## src/rtl/inst_fetch_if.sv

```systemverilog
// -----------------------------------------------------------------------------
// inst_fetch_if
// Instruction-memory request/grant/response bus between the fetch unit and
// instruction memory.
//   oImemReq    fetch -> mem  read request valid
//   oImemAddr   fetch -> mem  word-aligned read address, held until granted
//   iImemGnt    mem -> fetch  request accepted this cycle
//   iImemRvalid mem -> fetch  response valid, responses return in request order
//   iImemRdata  mem -> fetch  response instruction word
// -----------------------------------------------------------------------------
interface inst_fetch_if #(
    parameter int cXLEN = 32
);
    logic             oImemReq;
    logic [cXLEN-1:0] oImemAddr;
    logic             iImemGnt;
    logic             iImemRvalid;
    logic [cXLEN-1:0] iImemRdata;

    modport master (
        output oImemReq,
        output oImemAddr,
        input  iImemGnt,
        input  iImemRvalid,
        input  iImemRdata
    );

    modport slave (
        input  oImemReq,
        input  oImemAddr,
        output iImemGnt,
        output iImemRvalid,
        output iImemRdata
    );
endinterface

```

## src/rtl/inst_fetch.sv

```systemverilog
// -----------------------------------------------------------------------------
// inst_fetch
// Instruction fetch unit. Owns the program counter, issues in-order reads to
// instruction memory, buffers returned words with their PC in a small FIFO and
// hands them to the decoder one per cycle. A branch/jump redirect flushes the
// FIFO and discards every response still owed for the wrong path.
//
// Ports
//   iClk, iRst     clock, synchronous active-high reset
//   imem           instruction-memory bus (master side)
//   iStall         decoder cannot take a new instruction; outputs hold
//   iBranchTaken   redirect request from execute
//   iBranchPc      redirect target
//   oInst          instruction to decoder (NOP when nothing valid)
//   oCurPc         PC of oInst
//   oInstDv        oInst/oCurPc valid
//   oMisalign      one-cycle pulse: redirect target was not word aligned
// -----------------------------------------------------------------------------
module inst_fetch #(
    parameter logic [31:0] cResetPc   = 32'h0000_0000,
    parameter int          cFifoDepth = 4
) (
    input  logic                iClk,
    input  logic                iRst,
    inst_fetch_if.master        imem,
    input  logic                iStall,
    input  logic                iBranchTaken,
    input  logic [31:0]         iBranchPc,
    output logic [31:0]         oInst,
    output logic [31:0]         oCurPc,
    output logic                oInstDv,
    output logic                oMisalign
);
    localparam int               cCntW     = $clog2(cFifoDepth + 1);
    localparam int               cPtrW     = (cFifoDepth > 1) ? $clog2(cFifoDepth) : 1;
    localparam logic [cCntW-1:0] cDepthCnt = cCntW'(cFifoDepth);
    localparam logic [31:0]      cNop      = 32'h0000_0013;

    typedef enum logic [1:0] {
        sReset = 2'd0,
        sFetch = 2'd1,
        sDrain = 2'd2
    } state_e;

    state_e             state_q, state_d;
    logic [31:0]        fetch_pc_q, fetch_pc_d;
    logic [31:0]        push_pc_q, push_pc_d;
    logic [cCntW-1:0]   outstanding_q, outstanding_d;
    logic [cCntW-1:0]   discard_cnt_q, discard_cnt_d;
    logic [cCntW-1:0]   fifo_cnt_q, fifo_cnt_d;
    logic [cPtrW-1:0]   wr_ptr_q, wr_ptr_d;
    logic [cPtrW-1:0]   rd_ptr_q, rd_ptr_d;
    logic [31:0]        inst_q, inst_d;
    logic [31:0]        cur_pc_q, cur_pc_d;
    logic               inst_dv_q, inst_dv_d;
    logic               misalign_q, misalign_d;

    logic [31:0]        fifo_inst_q [cFifoDepth];
    logic [31:0]        fifo_pc_q   [cFifoDepth];

    logic               req;
    logic               gnt_fire;
    logic               rsp;
    logic               push;
    logic               pop;
    logic               redirect;
    logic [cCntW:0]     inflight;

    // Requests are throttled so every outstanding response is guaranteed a
    // FIFO slot: outstanding + buffered never exceeds the FIFO depth.
    assign inflight = {1'b0, outstanding_q} + {1'b0, fifo_cnt_q};
    assign req      = (state_q == sFetch) && (inflight < {1'b0, cDepthCnt});
    assign gnt_fire = req && imem.iImemGnt;
    assign rsp      = imem.iImemRvalid;
    assign redirect = iBranchTaken;
    assign push     = rsp && (discard_cnt_q == '0) && !redirect;
    assign pop      = !redirect && !iStall && (fifo_cnt_q != '0);

    assign imem.oImemReq  = req;
    assign imem.oImemAddr = fetch_pc_q;
    assign oInst          = inst_q;
    assign oCurPc         = cur_pc_q;
    assign oInstDv        = inst_dv_q;
    assign oMisalign      = misalign_q;

    always_comb begin
        state_d       = state_q;
        fetch_pc_d    = fetch_pc_q;
        push_pc_d     = push_pc_q;
        outstanding_d = outstanding_q + cCntW'(gnt_fire) - cCntW'(rsp);
        discard_cnt_d = discard_cnt_q;
        fifo_cnt_d    = fifo_cnt_q + cCntW'(push) - cCntW'(pop);
        wr_ptr_d      = wr_ptr_q;
        rd_ptr_d      = rd_ptr_q;
        inst_d        = inst_q;
        cur_pc_d      = cur_pc_q;
        inst_dv_d     = inst_dv_q;
        misalign_d    = 1'b0;

        if (gnt_fire) begin
            fetch_pc_d = fetch_pc_q + 32'd4;
        end
        if (push) begin
            push_pc_d = push_pc_q + 32'd4;
            wr_ptr_d  = wr_ptr_q + cPtrW'(1);
        end
        if (rsp && (discard_cnt_q != '0)) begin
            discard_cnt_d = discard_cnt_q - cCntW'(1);
        end

        // Decoder output register
        if (pop) begin
            inst_d    = fifo_inst_q[rd_ptr_q];
            cur_pc_d  = fifo_pc_q[rd_ptr_q];
            inst_dv_d = 1'b1;
            rd_ptr_d  = rd_ptr_q + cPtrW'(1);
        end else if (!iStall) begin
            inst_d    = cNop;
            inst_dv_d = 1'b0;
        end

        case (state_q)
            sReset:  state_d = sFetch;
            sFetch:  state_d = sFetch;
            sDrain:  if (discard_cnt_d == '0) state_d = sFetch;
            default: state_d = sReset;
        endcase

        // Redirect overrides everything above. Every transaction still owed by
        // memory after this cycle (which is exactly outstanding_d) belongs to
        // the wrong path; in sDrain this equals the running discard count, so
        // the same load also "keeps" the count there.
        if (redirect) begin
            fetch_pc_d    = {iBranchPc[31:2], 2'b00};
            push_pc_d     = {iBranchPc[31:2], 2'b00};
            discard_cnt_d = outstanding_d;
            fifo_cnt_d    = '0;
            wr_ptr_d      = '0;
            rd_ptr_d      = '0;
            inst_d        = cNop;
            inst_dv_d     = 1'b0;
            misalign_d    = (iBranchPc[1:0] != 2'b00);
            state_d       = (outstanding_d != '0) ? sDrain : sFetch;
        end
    end

    always_ff @(posedge iClk) begin
        if (iRst) begin
            state_q       <= sReset;
            fetch_pc_q    <= cResetPc;
            push_pc_q     <= cResetPc;
            outstanding_q <= '0;
            discard_cnt_q <= '0;
            fifo_cnt_q    <= '0;
            wr_ptr_q      <= '0;
            rd_ptr_q      <= '0;
            inst_q        <= cNop;
            cur_pc_q      <= '0;
            inst_dv_q     <= 1'b0;
            misalign_q    <= 1'b0;
        end else begin
            state_q       <= state_d;
            fetch_pc_q    <= fetch_pc_d;
            push_pc_q     <= push_pc_d;
            outstanding_q <= outstanding_d;
            discard_cnt_q <= discard_cnt_d;
            fifo_cnt_q    <= fifo_cnt_d;
            wr_ptr_q      <= wr_ptr_d;
            rd_ptr_q      <= rd_ptr_d;
            inst_q        <= inst_d;
            cur_pc_q      <= cur_pc_d;
            inst_dv_q     <= inst_dv_d;
            misalign_q    <= misalign_d;
        end
    end

    // FIFO storage carries only data, so it needs no reset.
    always_ff @(posedge iClk) begin
        if (push) begin
            fifo_inst_q[wr_ptr_q] <= imem.iImemRdata;
            fifo_pc_q[wr_ptr_q]   <= push_pc_q;
        end
    end

    // Counter overflow/underflow means memory broke the protocol or the
    // throttle is wrong.
    always @(posedge iClk) begin
        if (!iRst) begin
            assert (!(rsp && (outstanding_q == '0)));
            assert (!(gnt_fire && !rsp && (outstanding_q == cDepthCnt)));
            assert (!(push && !pop && (fifo_cnt_q == cDepthCnt)));
        end
    end
endmodule

```

## src/flat_wrapper.sv

```systemverilog
// flat-port wrapper written by rule: the top's interface ports become plain ports
module inst_fetch_flat 
#(
    parameter logic [31:0] cResetPc   = 32'h0000_0000,
    parameter int          cFifoDepth = 4
)
  (iClk, iRst, iStall, iBranchTaken, iBranchPc, oInst, oCurPc, oInstDv, oMisalign, imem_oImemReq, imem_oImemAddr, imem_iImemGnt, imem_iImemRvalid, imem_iImemRdata);
  inst_fetch_if imem_i ();
  input  logic iClk;
  input  logic iRst;
  input  logic iStall;
  input  logic iBranchTaken;
  input  logic [31:0] iBranchPc;
  output logic [31:0] oInst;
  output logic [31:0] oCurPc;
  output logic oInstDv;
  output logic oMisalign;
  output wire logic [$bits(imem_i.oImemReq)-1:0] imem_oImemReq;
  output wire logic [$bits(imem_i.oImemAddr)-1:0] imem_oImemAddr;
  input wire logic [$bits(imem_i.iImemGnt)-1:0] imem_iImemGnt;
  input wire logic [$bits(imem_i.iImemRvalid)-1:0] imem_iImemRvalid;
  input wire logic [$bits(imem_i.iImemRdata)-1:0] imem_iImemRdata;
  assign imem_oImemReq = imem_i.oImemReq;
  assign imem_oImemAddr = imem_i.oImemAddr;
  assign imem_i.iImemGnt = imem_iImemGnt;
  assign imem_i.iImemRvalid = imem_iImemRvalid;
  assign imem_i.iImemRdata = imem_iImemRdata;
  inst_fetch #(.cResetPc(cResetPc), .cFifoDepth(cFifoDepth)) u_core (.iClk(iClk), .iRst(iRst), .imem(imem_i), .iStall(iStall), .iBranchTaken(iBranchTaken), .iBranchPc(iBranchPc), .oInst(oInst), .oCurPc(oCurPc), .oInstDv(oInstDv), .oMisalign(oMisalign));
endmodule
```

## config.mk

```make
export PLATFORM = sky130hd
export DESIGN_NAME = inst_fetch_flat
export DESIGN_NICKNAME = d
export VERILOG_FILES = /design/src/rtl/inst_fetch_if.sv /design/src/rtl/inst_fetch.sv /design/src/flat_wrapper.sv
export SDC_FILE = /design/constraint.sdc
export NUM_CORES = 1
export LEC_CHECK = 0
export CAP_MARGIN = 20
export CORE_MARGIN = 10
export CORE_UTILIZATION = 63
export DETAILED_ROUTE_END_ITERATION = 8
export DONT_BUFFER_PORTS = 1
export GPL_TIMING_DRIVEN = 0
export HOLD_SLACK_MARGIN = 0.12
export PLACE_DENSITY = 0.78
export SLEW_MARGIN = 20
export SYNTH_ARGS = -nofsm -noshare
export SYNTH_HDL_FRONTEND = slang
export SYNTH_SLANG_ARGS = --single-unit
export TNS_END_PERCENT = 5
```

## constraint.sdc

```tcl
create_clock -name iClk -period 9.2 [get_ports iClk]
set_input_delay 1.38 -clock iClk [delete_from_list [all_inputs] [get_ports iClk]]
set_output_delay 1.38 -clock iClk [all_outputs]
set_load 0.05 [all_outputs]
```

==> results.py <==
metrics = {
    "run_status": {
        "run_status": "completed",
    },
    "detailed_routing": {
        "via_per_inst": 6.17,
        "postRouteWirelength_mm": 34.3,
        "initial_drc_count": 808,
        "wl_per_cell_um": 23.9,
        "route.vias.total": 8872,
        "postRouteAntennaNets": 0,
        "firstDrtPassIters": 5,
        "remaining_drc_errors": 0,
    },
    "clock_tree": {
        "path_clk_slew_ps": 60,
        "cts.sinks": 389,
        "cts_resized": 0,
        "cts_buffer_depth": 3,
        "hold_bufs_at_cts": 0,
        "clock-root-buffer": "clkbuf_16",
        "numCtsBuffers": 39,
        "tritoncts": "done",
        "postCtsSetupBuffers": 0,
        "clock_insertion_delay_worst_skew_ps": 520,
        "cts-htree-levels": 2,
    },
    "power_and_ir_drop": {
        "pwr_density_cell_nw_per_um2": 219,
        "irDropWorstVdd_uv": 161,
        "total_leakage_power_uw": 0.00535,
    },
    "die": {
        "design.die.area_um2": 30700,
        "start_util_pct": 64.4,
        "design.portCount": 169,
        "fp.dieH_um": 175,
        "rows": 56,
        "core_um2": 23600,
        "chipWidth_um": 175,
    },
    "worst_setup_path": {
        "rr_startpoint": "u_core.fifo_cnt_q[1]$_SDFF_PP0_",
        "crit_path_start": "iBranchTaken",
        "crit_required_ps": 9590,
        "startpoint_kind_of_the_worst_setup_timing_path": "primary input",
        "worstRegToRegCells": 13,
        "worst_r2r_endpoint": "u_core.fifo_cnt_q[2]$_SDFF_PP0_",
        "reg2reg_slack_ps": 5690,
        "worst_setup_path_end_kind": "flop",
        "crit_path_max_fanout": 10,
        "critical_path_class": "primary input to flop",
        "endpoint": "u_core.fifo_cnt_q[2]$_SDFF_PP0_",
        "arrival_time_of_data_at_the_critical_path_endpoint_ps": 4420,
    },
    "place": {
        "hpwlAfterDp_mm": 23.2,
        "placement.io_buffers": 0,
        "placed_cells": 1368,
        "gpl.final_weighted_congestion": 0.930,
    },
    "global_route": {
        "grt_max_degree": 48,
        "via_count_of_the_first_global_routing_pass": 9336,
        "antenna_found_initial": 0,
        "grt_pass1_wl_mm": 53.6,
        "grt_remaining_overflow": 0,
        "overall_global_routing_usage_pct": 22.3,
    },
    "cells_and_area": {
        "flow.area_growth_from_synthesis_pct": 11.4,
        "final_common_cell": "edfxtp_1",
        "antenna_cells_inserted": 0,
        "stdcell_count": 1439,
        "post_route_cells_drive_above_1_share_pct": 12.9,
        "final_cell_utilization_of_the_core_pct": 71.7,
        "fin_nets": 1176,
        "mostFrequentLayoutCells": "248 x edfxtp_1, 141 x dfxtp_1, 88 x nand2_1",
    },
    "timing": {
        "clock-skew-final_ps": 15.2,
        "timing_max_transition_violations_final": 0,
        "tns_ps": 0,
        "period_share_pct": 43.8,
        "setup-violations-final": 0,
        "max_freq_ghz": 0.248,
        "pin_slew_with_the_least_headroom_to_its_limit_ps": 910,
        "hold_violations": 0,
        "min_period_ps": 4030,
        "grt_setup_unrepaired": "false",
        "slew-limit-headroom_pct": 39.3,
    },
    "yosys": {
        "ys_seq_area_share_pct": 67.6,
        "postSynth.topFlopCell": "edfxtp_1",
        "yosys_register_bits": 389,
        "synth_warn": 0,
        "postSynth.asyncResetShare_pct": 0,
        "synth_edf_count": 248,
        "synth_cells": 1042,
        "post_synth_instance_area_um2": 15200,
        "avgSynthCellArea_um2": 14.6,
        "post_synth_num_cell_types": 53,
    },
    "flow_run": {
        "timing.max_cap.violations": 0,
    },
    "hold_path": {
        "hp-class": "flop to flop",
    },
}
-- layer usage --
metal	track usage, %	up-vias	wire [um]
li1	-	4014	-
met1	28.0	4366	13100
met2	35.1	427	16000
met3	9.01	65	4390
met4	6.43	0	809
met5	0	-	0
-- cell type report --
type	count	area (um^2)
Clock inverter	15	97.6
Sequential cell	389	10300
Tap cell	319	399
Multi-Input combinational cell	562	4580
Fill cell	1500	6680
Timing Repair Buffer	4	95.1
Clock buffer	56	1110
Buffer	64	263
Inverter	30	113
-- sequential cells by signal, summed over array words and instances, names as in the netlist, named ones only --
signal,count
u_core.discard_cnt_q,3
u_core.rd_ptr_q,2
u_core.oInstDv,1
u_core.fifo_cnt_q,3
u_core.oInst,32
u_core.outstanding_q,3
u_core.imem.oImemAddr,30
u_core.state_q,2
u_core.oCurPc,30
u_core.fifo_pc_q,120
u_core.push_pc_q,30
u_core.oMisalign,1
u_core.fifo_inst_q,128
u_core.wr_ptr_q,2
-- synthesized netlist by cell type, types with 2 or more instances --
cell type | number | area, um^2
nand4_1 | 19 | 119
nor4_1 | 19 | 119
nor2b_1 | 2 | 12.5
clkbuf_1 | 52 | 195
xnor2_1 | 50 | 438
a22oi_1 | 29 | 218
buf_1 | 2 | 7.51
nor3_1 | 19 | 95.1
or3_1 | 5 | 31.3
o21ai_0 | 7 | 35.0
mux2i_1 | 3 | 30.0
nor4b_1 | 2 | 17.5
nand3_1 | 13 | 65.1
buf_4 | 4 | 30.0
edfxtp_1 | 248 | 7450
inv_1 | 29 | 109
a21oi_1 | 41 | 205
or2_2 | 2 | 12.5
and4_1 | 7 | 61.3
and2_1 | 7 | 43.8
a211oi_1 | 3 | 22.5
ha_1 | 14 | 175
dfxtp_1 | 141 | 2820
buf_2 | 6 | 30.0
nor2_1 | 55 | 206
and3_1 | 4 | 25.0
o22ai_1 | 3 | 18.8
xor2_1 | 11 | 96.3
a21boi_0 | 38 | 285
nand2_1 | 88 | 330
fa_1 | 2 | 40.0
o21a_1 | 30 | 225
o31a_1 | 6 | 52.6
mux4_2 | 62 | 1400
-- worst min path at each step --
stage / slack [ps] / endpoint / startpoint / cells after the start
finish: 560 / u_core.fifo_pc_q[1][27]$_DFFE_PP_ / u_core.push_pc_q[27]$_SDFFE_PP0P_ / 0
detailed placement: 540 / u_core.fifo_pc_q[3][27]$_DFFE_PP_ / u_core.push_pc_q[27]$_SDFFE_PP0P_ / 0
CTS: 550 / u_core.fifo_pc_q[1][29]$_DFFE_PP_ / u_core.push_pc_q[29]$_SDFFE_PP0P_ / 0
floorplan: 480 / u_core.fifo_pc_q[0][31]$_DFFE_PP_ / u_core.push_pc_q[31]$_SDFFE_PP0P_ / 0
global placement: 530 / u_core.fifo_pc_q[2][27]$_DFFE_PP_ / u_core.push_pc_q[27]$_SDFFE_PP0P_ / 0
global route: 570 / u_core.fifo_pc_q[2][30]$_DFFE_PP_ / u_core.push_pc_q[30]$_SDFFE_PP0P_ / 0
-- through the flow --
stage               hold slack (ps)  instance area, um^2  worst slack (ps)  power [uW]
finish                          561                16900              5170        3710
floorplan                       480                15200              5420        2180
CTS                             554                16900              5160        3720
global placement                533                15600              4200        2230
detailed placement              540                15700              4730        2240
global route                    565                16900              5070        3820
-- worst max-delay path, cell delays in order --
cell      delay [ps]
clkbuf_1         210
or3_1            420
clkbuf_1         260
inv_2            280
clkbuf_1         460
ha_1             340
inv_1             70
ha_1             150
inv_1             70
fa_1             390
xor2_1           190
xnor2_1          140
nor2_1            50
-- cells by family after synthesis --
kind of cell,count (synthesis),synth area share (%)
AOI/OAI and AO/OA,162,7.30
other,1,0.0247
adders and majority gates,16,1.42
xor gates and xnor gates,61,3.51
muxes,66,9.46
and+or+nand+nor,253,8.26
buffers and inverters,94,2.47
DFF,389,67.6
-- where the power goes --
| group | leakage, uW | internal (uW) | switching (uW) |
|---|---|---|---|
| Combinational | 0.00135 | 84.8 | 115 |
| Clock | 0.000590 | 870 | 624 |
| Sequential | 0.00341 | 1920 | 95.7 |
| Total | 0.00535 | 2870 | 834 |
(Power assumes the default switching activity.)
